`src/rtl/shrimp_writeback_if.sv`:
```
// Bundle of the writeback-stage signals: ALU result, load-result handshake,
// regfile write port, decode lookups and bypass/stall answers.
interface shrimp_writeback_if;
  // The load handshake is valid/ready. A transfer happens on a rising edge
  // where mem_valid and mem_ready are both 1. While mem_valid is high without
  // that transfer, the producer holds mem_addr and mem_val steady.
  logic        alu_valid;
  logic [3:0]  alu_addr;
  logic [15:0] alu_val;
  logic        mem_valid;
  logic [3:0]  mem_addr;
  logic [15:0] mem_val;
  logic        mem_ready;
  logic        reg_w_enable;
  logic [3:0]  reg_w_addr;
  logic [15:0] reg_w_val;
  logic [3:0]  rd_a_addr;
  logic [3:0]  rd_b_addr;
  logic        fwd_a_hit;
  logic        fwd_b_hit;
  logic [15:0] fwd_a_val;
  logic [15:0] fwd_b_val;
  logic        stall_a;
  logic        stall_b;
  logic [1:0]  pending_count;

  modport master (
    output alu_valid, alu_addr, alu_val, mem_valid, mem_addr, mem_val,
           rd_a_addr, rd_b_addr,
    input  mem_ready, reg_w_enable, reg_w_addr, reg_w_val,
           fwd_a_hit, fwd_b_hit, fwd_a_val, fwd_b_val, stall_a, stall_b,
           pending_count
  );

  modport slave (
    input  alu_valid, alu_addr, alu_val, mem_valid, mem_addr, mem_val,
           rd_a_addr, rd_b_addr,
    output mem_ready, reg_w_enable, reg_w_addr, reg_w_val,
           fwd_a_hit, fwd_b_hit, fwd_a_val, fwd_b_val, stall_a, stall_b,
           pending_count
  );
endinterface

```
`src/rtl/shrimp_writeback.sv`:
```
// Writeback arbiter: ALU results write immediately, loads wait in a 2-entry queue.
// Optional macro SHRIMP_WB_FWD_EN turns lookup hits into bypass data instead of stalls.
module shrimp_writeback (
  input logic             clock,
  input logic             reset_n,
  shrimp_writeback_if.slave bus
);
  logic [1:0]  slot_occ;
  logic [1:0]  slot_vld;
  logic [3:0]  slot_addr [2];
  logic [15:0] slot_val  [2];
  logic        head;
  logic        tail;
  logic [1:0]  count;
  logic        push;
  logic        pop;
  logic        newest;
  logic        hit_a;
  logic        hit_b;

  assign bus.pending_count = count;
  assign bus.mem_ready     = reset_n && (count != 2'd2);
  assign push              = bus.mem_valid && bus.mem_ready;
  // A killed head still leaves the queue whenever the ALU leaves the port free.
  assign pop               = !bus.alu_valid && (count != 2'd0);
  assign newest            = (count == 2'd2) ? ~head : head;

  always_ff @(posedge clock or negedge reset_n) begin
    if (!reset_n) begin
      slot_occ     <= 2'b00;
      slot_vld     <= 2'b00;
      slot_addr[0] <= 4'd0;
      slot_addr[1] <= 4'd0;
      slot_val[0]  <= 16'd0;
      slot_val[1]  <= 16'd0;
      head         <= 1'b0;
      tail         <= 1'b0;
      count        <= 2'd0;
    end else begin
      // Only slots already occupied are killed; this edge's push lands in a free slot.
      for (int i = 0; i < 2; i++) begin
        if (bus.alu_valid && slot_occ[i] && (slot_addr[i] == bus.alu_addr))
          slot_vld[i] <= 1'b0;
      end
      if (pop) begin
        slot_occ[head] <= 1'b0;
        slot_vld[head] <= 1'b0;
        head           <= ~head;
      end
      if (push) begin
        slot_occ[tail]  <= 1'b1;
        slot_vld[tail]  <= 1'b1;
        slot_addr[tail] <= bus.mem_addr;
        slot_val[tail]  <= bus.mem_val;
        tail            <= ~tail;
      end
      count <= count + {1'b0, push} - {1'b0, pop};
    end
  end

  always_comb begin
    bus.reg_w_enable = 1'b0;
    bus.reg_w_addr   = 4'd0;
    bus.reg_w_val    = 16'd0;
    if (reset_n) begin
      if (bus.alu_valid) begin
        bus.reg_w_enable = 1'b1;
        bus.reg_w_addr   = bus.alu_addr;
        bus.reg_w_val    = bus.alu_val;
      end else if ((count != 2'd0) && slot_vld[head]) begin
        bus.reg_w_enable = 1'b1;
        bus.reg_w_addr   = slot_addr[head];
        bus.reg_w_val    = slot_val[head];
      end
    end
  end

  // Newest first: ALU, then the younger slot, then the head (valid implies occupied).
  function automatic logic lookup_hit(input logic [3:0] a);
    logic h;
    h = 1'b0;
    if (bus.alu_valid && (bus.alu_addr == a))
      h = 1'b1;
    else if ((count != 2'd0) && slot_vld[newest] && (slot_addr[newest] == a))
      h = 1'b1;
    else if ((count == 2'd2) && slot_vld[head] && (slot_addr[head] == a))
      h = 1'b1;
    return h;
  endfunction

  assign hit_a = reset_n && lookup_hit(bus.rd_a_addr);
  assign hit_b = reset_n && lookup_hit(bus.rd_b_addr);

`ifdef SHRIMP_WB_FWD_EN
  function automatic logic [15:0] lookup_val(input logic [3:0] a);
    logic [15:0] v;
    v = 16'd0;
    if (bus.alu_valid && (bus.alu_addr == a))
      v = bus.alu_val;
    else if ((count != 2'd0) && slot_vld[newest] && (slot_addr[newest] == a))
      v = slot_val[newest];
    else if ((count == 2'd2) && slot_vld[head] && (slot_addr[head] == a))
      v = slot_val[head];
    return v;
  endfunction

  always_comb begin
    bus.fwd_a_hit = hit_a;
    bus.fwd_b_hit = hit_b;
    bus.fwd_a_val = hit_a ? lookup_val(bus.rd_a_addr) : 16'd0;
    bus.fwd_b_val = hit_b ? lookup_val(bus.rd_b_addr) : 16'd0;
    bus.stall_a   = 1'b0;
    bus.stall_b   = 1'b0;
  end
`else
  always_comb begin
    bus.fwd_a_hit = 1'b0;
    bus.fwd_b_hit = 1'b0;
    bus.fwd_a_val = 16'd0;
    bus.fwd_b_val = 16'd0;
    bus.stall_a   = hit_a;
    bus.stall_b   = hit_b;
  end
`endif
endmodule
```
`src/flat_wrapper.sv`:
```
// flat-port wrapper written by rule: the top's interface ports become plain ports
module shrimp_writeback_flat 
  (clock, reset_n, bus_alu_valid, bus_alu_addr, bus_alu_val, bus_mem_valid, bus_mem_addr, bus_mem_val, bus_rd_a_addr, bus_rd_b_addr, bus_mem_ready, bus_reg_w_enable, bus_reg_w_addr, bus_reg_w_val, bus_fwd_a_hit, bus_fwd_b_hit, bus_fwd_a_val, bus_fwd_b_val, bus_stall_a, bus_stall_b, bus_pending_count);
  shrimp_writeback_if bus_i ();
  input logic clock;
  input logic reset_n;
  input wire logic [$bits(bus_i.alu_valid)-1:0] bus_alu_valid;
  input wire logic [$bits(bus_i.alu_addr)-1:0] bus_alu_addr;
  input wire logic [$bits(bus_i.alu_val)-1:0] bus_alu_val;
  input wire logic [$bits(bus_i.mem_valid)-1:0] bus_mem_valid;
  input wire logic [$bits(bus_i.mem_addr)-1:0] bus_mem_addr;
  input wire logic [$bits(bus_i.mem_val)-1:0] bus_mem_val;
  input wire logic [$bits(bus_i.rd_a_addr)-1:0] bus_rd_a_addr;
  input wire logic [$bits(bus_i.rd_b_addr)-1:0] bus_rd_b_addr;
  output wire logic [$bits(bus_i.mem_ready)-1:0] bus_mem_ready;
  output wire logic [$bits(bus_i.reg_w_enable)-1:0] bus_reg_w_enable;
  output wire logic [$bits(bus_i.reg_w_addr)-1:0] bus_reg_w_addr;
  output wire logic [$bits(bus_i.reg_w_val)-1:0] bus_reg_w_val;
  output wire logic [$bits(bus_i.fwd_a_hit)-1:0] bus_fwd_a_hit;
  output wire logic [$bits(bus_i.fwd_b_hit)-1:0] bus_fwd_b_hit;
  output wire logic [$bits(bus_i.fwd_a_val)-1:0] bus_fwd_a_val;
  output wire logic [$bits(bus_i.fwd_b_val)-1:0] bus_fwd_b_val;
  output wire logic [$bits(bus_i.stall_a)-1:0] bus_stall_a;
  output wire logic [$bits(bus_i.stall_b)-1:0] bus_stall_b;
  output wire logic [$bits(bus_i.pending_count)-1:0] bus_pending_count;
  assign bus_i.alu_valid = bus_alu_valid;
  assign bus_i.alu_addr = bus_alu_addr;
  assign bus_i.alu_val = bus_alu_val;
  assign bus_i.mem_valid = bus_mem_valid;
  assign bus_i.mem_addr = bus_mem_addr;
  assign bus_i.mem_val = bus_mem_val;
  assign bus_i.rd_a_addr = bus_rd_a_addr;
  assign bus_i.rd_b_addr = bus_rd_b_addr;
  assign bus_mem_ready = bus_i.mem_ready;
  assign bus_reg_w_enable = bus_i.reg_w_enable;
  assign bus_reg_w_addr = bus_i.reg_w_addr;
  assign bus_reg_w_val = bus_i.reg_w_val;
  assign bus_fwd_a_hit = bus_i.fwd_a_hit;
  assign bus_fwd_b_hit = bus_i.fwd_b_hit;
  assign bus_fwd_a_val = bus_i.fwd_a_val;
  assign bus_fwd_b_val = bus_i.fwd_b_val;
  assign bus_stall_a = bus_i.stall_a;
  assign bus_stall_b = bus_i.stall_b;
  assign bus_pending_count = bus_i.pending_count;
  shrimp_writeback u_core (.clock(clock), .reset_n(reset_n), .bus(bus_i));
endmodule
```
`config.mk`:
```
export PLATFORM = sky130hd
export DESIGN_NAME = shrimp_writeback_flat
export DESIGN_NICKNAME = d
export VERILOG_FILES = /design/src/rtl/shrimp_writeback_if.sv /design/src/rtl/shrimp_writeback.sv /design/src/flat_wrapper.sv
export SDC_FILE = /design/constraint.sdc
export NUM_CORES = 1
export LEC_CHECK = 0
export CAP_MARGIN = 20
export CORE_MARGIN = 1.5
export CORE_UTILIZATION = 41
export CTS_CLUSTER_DIAMETER = 80
export DETAILED_ROUTE_END_ITERATION = 8
export GPL_ROUTABILITY_DRIVEN = 1
export HOLD_SLACK_MARGIN = 0.06
export PLACE_DENSITY = 0.77
export SLEW_MARGIN = 20
export SYNTH_ARGS = -nofsm -noshare
export SYNTH_HDL_FRONTEND = slang
export SYNTH_SLANG_ARGS = --single-unit
```
`constraint.sdc`:
```
create_clock -name clock -period 1.8 [get_ports clock]
set_input_delay 0.18 -clock clock [delete_from_list [all_inputs] [get_ports clock]]
set_output_delay 0.18 -clock clock [all_outputs]
set_load 0.02 [all_outputs]
```
### After elaboration in Yosys (flattened, before gate mapping)

Cells that the tools add are included.

* register bits after elaboration: 48
* logic and storage cells: 108

* $add $sub $neg: 2
* order comparisons: 9
* equality and inequality tests: 10
* mux-type cells: 45
* bitwise gates (word level): 10
* reduce and logical (&&, ||, !) cells: 23

Operators with widths (count)
* $mux 16: 7
* $mux 4: 10
* $bwmux 32: 1
* $eq 4x4->1: 8
* $logic_and 1x1->1: 21
* $mux 1: 18
* $demux 16 s1: 1
* $bwmux 8: 1
* $mux 2: 4
* $ge 2x2->1 const B: 3
* $lt 1x2->1 const B: 3
* $not 1->2: 3
* $and 2x2->2: 2
* $demux 4 s1: 1
* $or 2x2->2: 2
* $add 2x1->2: 1
* $demux 1 s1: 2
* $eq 2x2->1 const B: 1
* $ge 1x1->1 const B: 2
* $lt 2x1->1 const B: 1
* $ne 2x2->1 const B: 1
* $not 1->1: 2
* $not 2->2: 1
* $reduce_bool 2->1: 1
* other kinds (2): 2

### Logic depth before layout (Yosys ltp)

* word-level depth: 11
* mapped depth: 8
* gate-level depth less buffers: 8

### Least setup slack after synthesis

No wires, ideal clock.

* path type: flip-flop to output port
* start point: register u_core.count[0] (netlist: u_core.bus.pending_count[0])
* end point: output port bus_stall_a
* data arrival time: 2.178 ns
* data required time: 1.620 ns
* path slack: -0.558 ns
* stages on the path, launching flop included: 7
* buffers on the path: 0
* cells stage by stage: dfrtp_1 -> nand2b_2 -> xor2_1 -> mux2i_1 -> xor2_1 -> nand3_1 -> o31ai_1

* cells in the longest elaborated chain, start to end: 11

Ends and longest elaborated chain
* from (decl): RTL line shrimp_writeback.sv:14 `logic [1:0] count;`
* from (signal assigned): RTL line shrimp_writeback.sv:57 `count <= count + {1'b0, push} - {1'b0, pop};`
* $eq 2x2->1: RTL line shrimp_writeback.sv:26, shrimp_writeback.sv:86
* $mux 1: RTL line shrimp_writeback.sv:26 `assign newest = (count == 2'd2) ? ~head : head;`
* $not 1->2 (implied by the code): RTL line shrimp_writeback.sv:84 `else if ((count != 2'd0) && slot_vld[newest] && (slot_addr[newest] == a))`
* $mux 4 (implied by the code) (3 in series): RTL line shrimp_writeback.sv:84
* $eq 4x4->1: RTL line shrimp_writeback.sv:84
* $logic_and 1x1->1: RTL line shrimp_writeback.sv:84
* $mux 1 (*): RTL line shrimp_writeback.sv:84
* $mux 1 (*): RTL line shrimp_writeback.sv:82 `if (bus.alu_valid && (bus.alu_addr == a))`
* $logic_and 1x1->1 (*): RTL line shrimp_writeback.sv:91 `assign hit_a = reset_n && lookup_hit(bus.rd_a_addr);`
* to (decl): RTL line flat_wrapper.sv:23 `output wire logic [$bits(bus_i.stall_a)-1:0] bus_stall_a;`

Mark *: on every way between the ends. The rest lies on a longest branch, timed or not. The select of a mux whose other input is x is not followed.

### Final worst setup path

* start point: register u_core.head
* end point: output port bus_stall_b

* cells in the longest elaborated chain, start to end: 11

Ends and longest elaborated chain
* from (decl): RTL line shrimp_writeback.sv:12 `logic head;`
* from (signal assigned): RTL line shrimp_writeback.sv:48 `head <= ~head;`
* $not 1->1: RTL line shrimp_writeback.sv:26
* $mux 1: RTL line shrimp_writeback.sv:26
* $not 1->2 (implied by the code): RTL line shrimp_writeback.sv:84
* $mux 4 (implied by the code) (3 in series): RTL line shrimp_writeback.sv:84
* $eq 4x4->1: RTL line shrimp_writeback.sv:84
* $logic_and 1x1->1: RTL line shrimp_writeback.sv:84
* $mux 1 (*): RTL line shrimp_writeback.sv:84
* $mux 1 (*): RTL line shrimp_writeback.sv:82
* $logic_and 1x1->1 (*): RTL line shrimp_writeback.sv:92 `assign hit_b = reset_n && lookup_hit(bus.rd_b_addr);`
* to (decl): RTL line flat_wrapper.sv:24 `output wire logic [$bits(bus_i.stall_b)-1:0] bus_stall_b;`

Marks and branches as above.

==> impl_metrics.json <==
{
  "dr.pass1.iters": 4,
  "cts_made_buffers": 5,
  "clk_latency_ns": 0.30,
  "fin_util": 0.6237,
  "hp-class": "in -> async",
  "cts_tree": "built",
  "grt_pass1_vias": 2494,
  "p_leak_nw": 2.133,
  "worstPathRequired_ns": 1.62,
  "dpl.hpwl_microns": 5382,
  "ys_async_sr_fraction": 1.000,
  "drive_gt1_frac": 0.3524,
  "ys_warn_count": 0,
  "period_needed_ns": 2.337,
  "crit_path_max_incr_delay_ns": 0.43,
  "grt_pass1_wl_microns": 11820,
  "ios": 112,
  "path_cells": "buf_4 > xor2_4 > mux2i_2 > xor2_1 > nand3_1 > o31ai_4 > buf_6",
  "dp_slack_ns": -0.6746,
  "maxCapViolations": 0,
  "placed_area_sq_um": 4205,
  "power.density_nw_per_um2": 1490,
  "fin_ws_ns": -0.5365,
  "die_w_microns": 90.64,
  "start_util": 0.4296,
  "finalPower_mw": 6.813,
  "cts_root_buf": "clkbuf_8",
  "port_buffers": 77,
  "grt_max_degree": 39,
  "synth_edf_count": 0,
  "syn_inst": 317,
  "die_y_microns": 90.64,
  "setup.worst_path.start_class": "flop",
  "drtIter0Drc": 122,
  "clk_pin_slew_worst_paths_ns": 0.08,
  "synth_area_per_cell_sq_um": 9.935,
  "routed_via_density": 4.737,
  "die-area_sq_um": 8216,
  "synthTopCellsByArea": "dfrtp_1 (38%), mux2_2 (14%), buf_4 (8.3%)",
  "synth_area_sq_um": 3149,
  "critPathArrivalTime_ns": 2.16,
  "status": "finished, violations left",
  "synth_top_area_cell": "dfrtp_1",
  "antenna_found_initial": 0,
  "setup_viol": 23,
  "synth_seq_cells": 48,
  "yosysSeqAreaShare": 0.3814,
  "vdd_drop_max_mv": 0.6864,
  "crit_type": "reg -> out",
  "synth_most_common_cell": "dfrtp_1",
  "synth_commonest_cells": "dfrtp_1 (48), mux2_2 (39), buf_4 (35), nor2_1 (33), mux2i_1 (25)",
  "antenna_cells": 0,
  "synthDominantCellAreaShare": 0.3814,
  "fin_crit_sh": 1.298,
  "drv_slew": 0,
  "clock.fmax_mhz": 428.0,
  "rsz0062_at_grt": "true",
  "setup_tns_ns": -6.398,
  "core_sq_um": 7331,
  "violations": "setup timing",
  "synthDistinctLibCells": 38,
  "critPathMaxFanout": 4,
  "final_nets": 490,
  "cp.buffers_inverters": 2,
  "cts.path.max_buffers": 2,
  "num_rows": 31,
  "vias": 2539,
  "grt_use_total": 0.1794,
  "postRouteAntennaNets": 0,
  "cts_max_level": 2,
  "grt-ovfl-total": 0,
  "drc": 0,
  "fin_area_sq_um": 4572,
  "place_congestion": 0.9534,
  "critPathSlowestCell": "dfrtp_2",
  "clkSinkCount": 48,
  "routed_wl_microns": 7770,
  "crit_family": "XOR/XNOR gates",
  "hold_viol": 0,
  "area_delta_synth_final_pct": 45.17,
  "end_kind": "output port",
  "synth_flop_cell": "dfrtp_1",
  "wire_per_inst_microns": 14.50,
  "skew_ns": 0.004101
}
## stage by stage
stage | cells | hold slack [ns]
after floorplan | 350 | -0.1156
after global placement | 513 | 0.2959
after detailed placement | 513 | 0.2965
after CTS | 528 | 0.5053
after global routing | 536 | 0.5156
final | 536 | 0.5091
## kinds of logic (layout without fill, tap and decap cells)
logic type               after synthesis  in the layout  share of synthesized area
AND/OR/NAND/NOR                       72             72                     0.1013
buffers and inverters                 61            148                     0.1240
flip-flops                            48             48                     0.3814
AO/OA/AOI/OAI                         34             34                    0.06397
adder cells (fa/ha/maj)                2              2                   0.007945
XOR/XNOR                              33             33                    0.09177
other                                  1             34                   0.001191
multiplexers                          66             66                     0.2284
## layout by cell type (no fill, tap or decap), types with 4 or more instances in the layout
| master | n |
|---|---|
| nand2b_1 | 4 |
| dfrtp_1 | 45 |
| buf_4 | 52 |
| mux2i_2 | 4 |
| mux2i_1 | 19 |
| conb_1 | 34 |
| xnor2_1 | 10 |
| mux2_2 | 38 |
| o21ai_0 | 5 |
| xor2_1 | 21 |
| nand3_1 | 6 |
| clkdlybuf4s50_1 | 52 |
| a21oi_1 | 16 |
| nand2_1 | 16 |
| inv_1 | 5 |
| nor2_1 | 32 |
| buf_2 | 10 |
| clkbuf_8 | 7 |
| a21boi_1 | 4 |
| buf_6 | 8 |
## metal layers
layer,GRT usage,vias up,wire [microns]
li1,-,1223,-
met1,0.2232,1195,3294
met2,0.3133,113,3870
met3,0.03872,8,503
met4,0.04630,0,102
met5,0,-,0
## power by group
| group | internal [mW] | leakage [nW] | switching (mW) |
|---|---|---|---|
| Clock | 0.490 | 0.0645 | 0.349 |
| Combinational | 2.14 | 1.50 | 1.85 |
| Sequential | 1.63 | 0.570 | 0.343 |
## path summary, 6_finish.rpt
| kind | from | end | slack [ns] | cells past startpoint |
|---|---|---|---|---|
| worst max-delay path | u_core.head | bus_stall_b | -0.54 | 7 |
| worst min-delay path | reset_n | u_core.slot_vld[1] | 0.51 | 3 |
| worst max register to register | u_core.bus.pending_count[0] | u_core.slot_val[1] | 0.04 | 8 |
| worst min register to register | u_core.slot_val[15] | u_core.slot_val[15] | 0.51 | 1 |
| max in group asynchronous | reset_n | u_core.slot_addr[5] | 0.82 | 3 |
| min in group clock | u_core.slot_val[15] | u_core.slot_val[15] | 0.51 | 1 |
## final cells by class
class,instances,area [sq um]
fill,603,2759
multi-input combinational,241,1844
timing repair buffer,132,1240
sequential,48,1205
tap,99,123.9
clock buffer,7,96.34
inverter,8,32.53
clock inverter,1,30.03
## repair_timing
| item | CTS | global route |
|---|---|---|
| resized for setup | 118 | 22 |
| pin swaps | 10 | 6 |
| endpoints found under the setup margin | 25 | 64 |
| cloned | 1 | 4 |
| hold buffers | 1 | 0 |
| endpoints found under the hold margin | 10 | 0 |
| setup buffers | 6 | 4 |
## worst reg2reg max path, delay by kind of cell (launching register included)
| family | cells | cell delay [ns] |
|---|---|---|
| simple gates | 4 | 0.54 |
| flops | 1 | 0.42 |
| mux | 1 | 0.33 |
| buf+inv | 3 | 0.37 |
## state kept, by name, indices dropped and copies added (netlist names)
register,flops
u_core.tail,1
u_core.head,1
u_core.slot_val,32
u_core.slot_occ,2
u_core.bus.pending_count,2
u_core.slot_vld,2
u_core.slot_addr,8
Note: power is estimated with default switching activity, not from simulation.
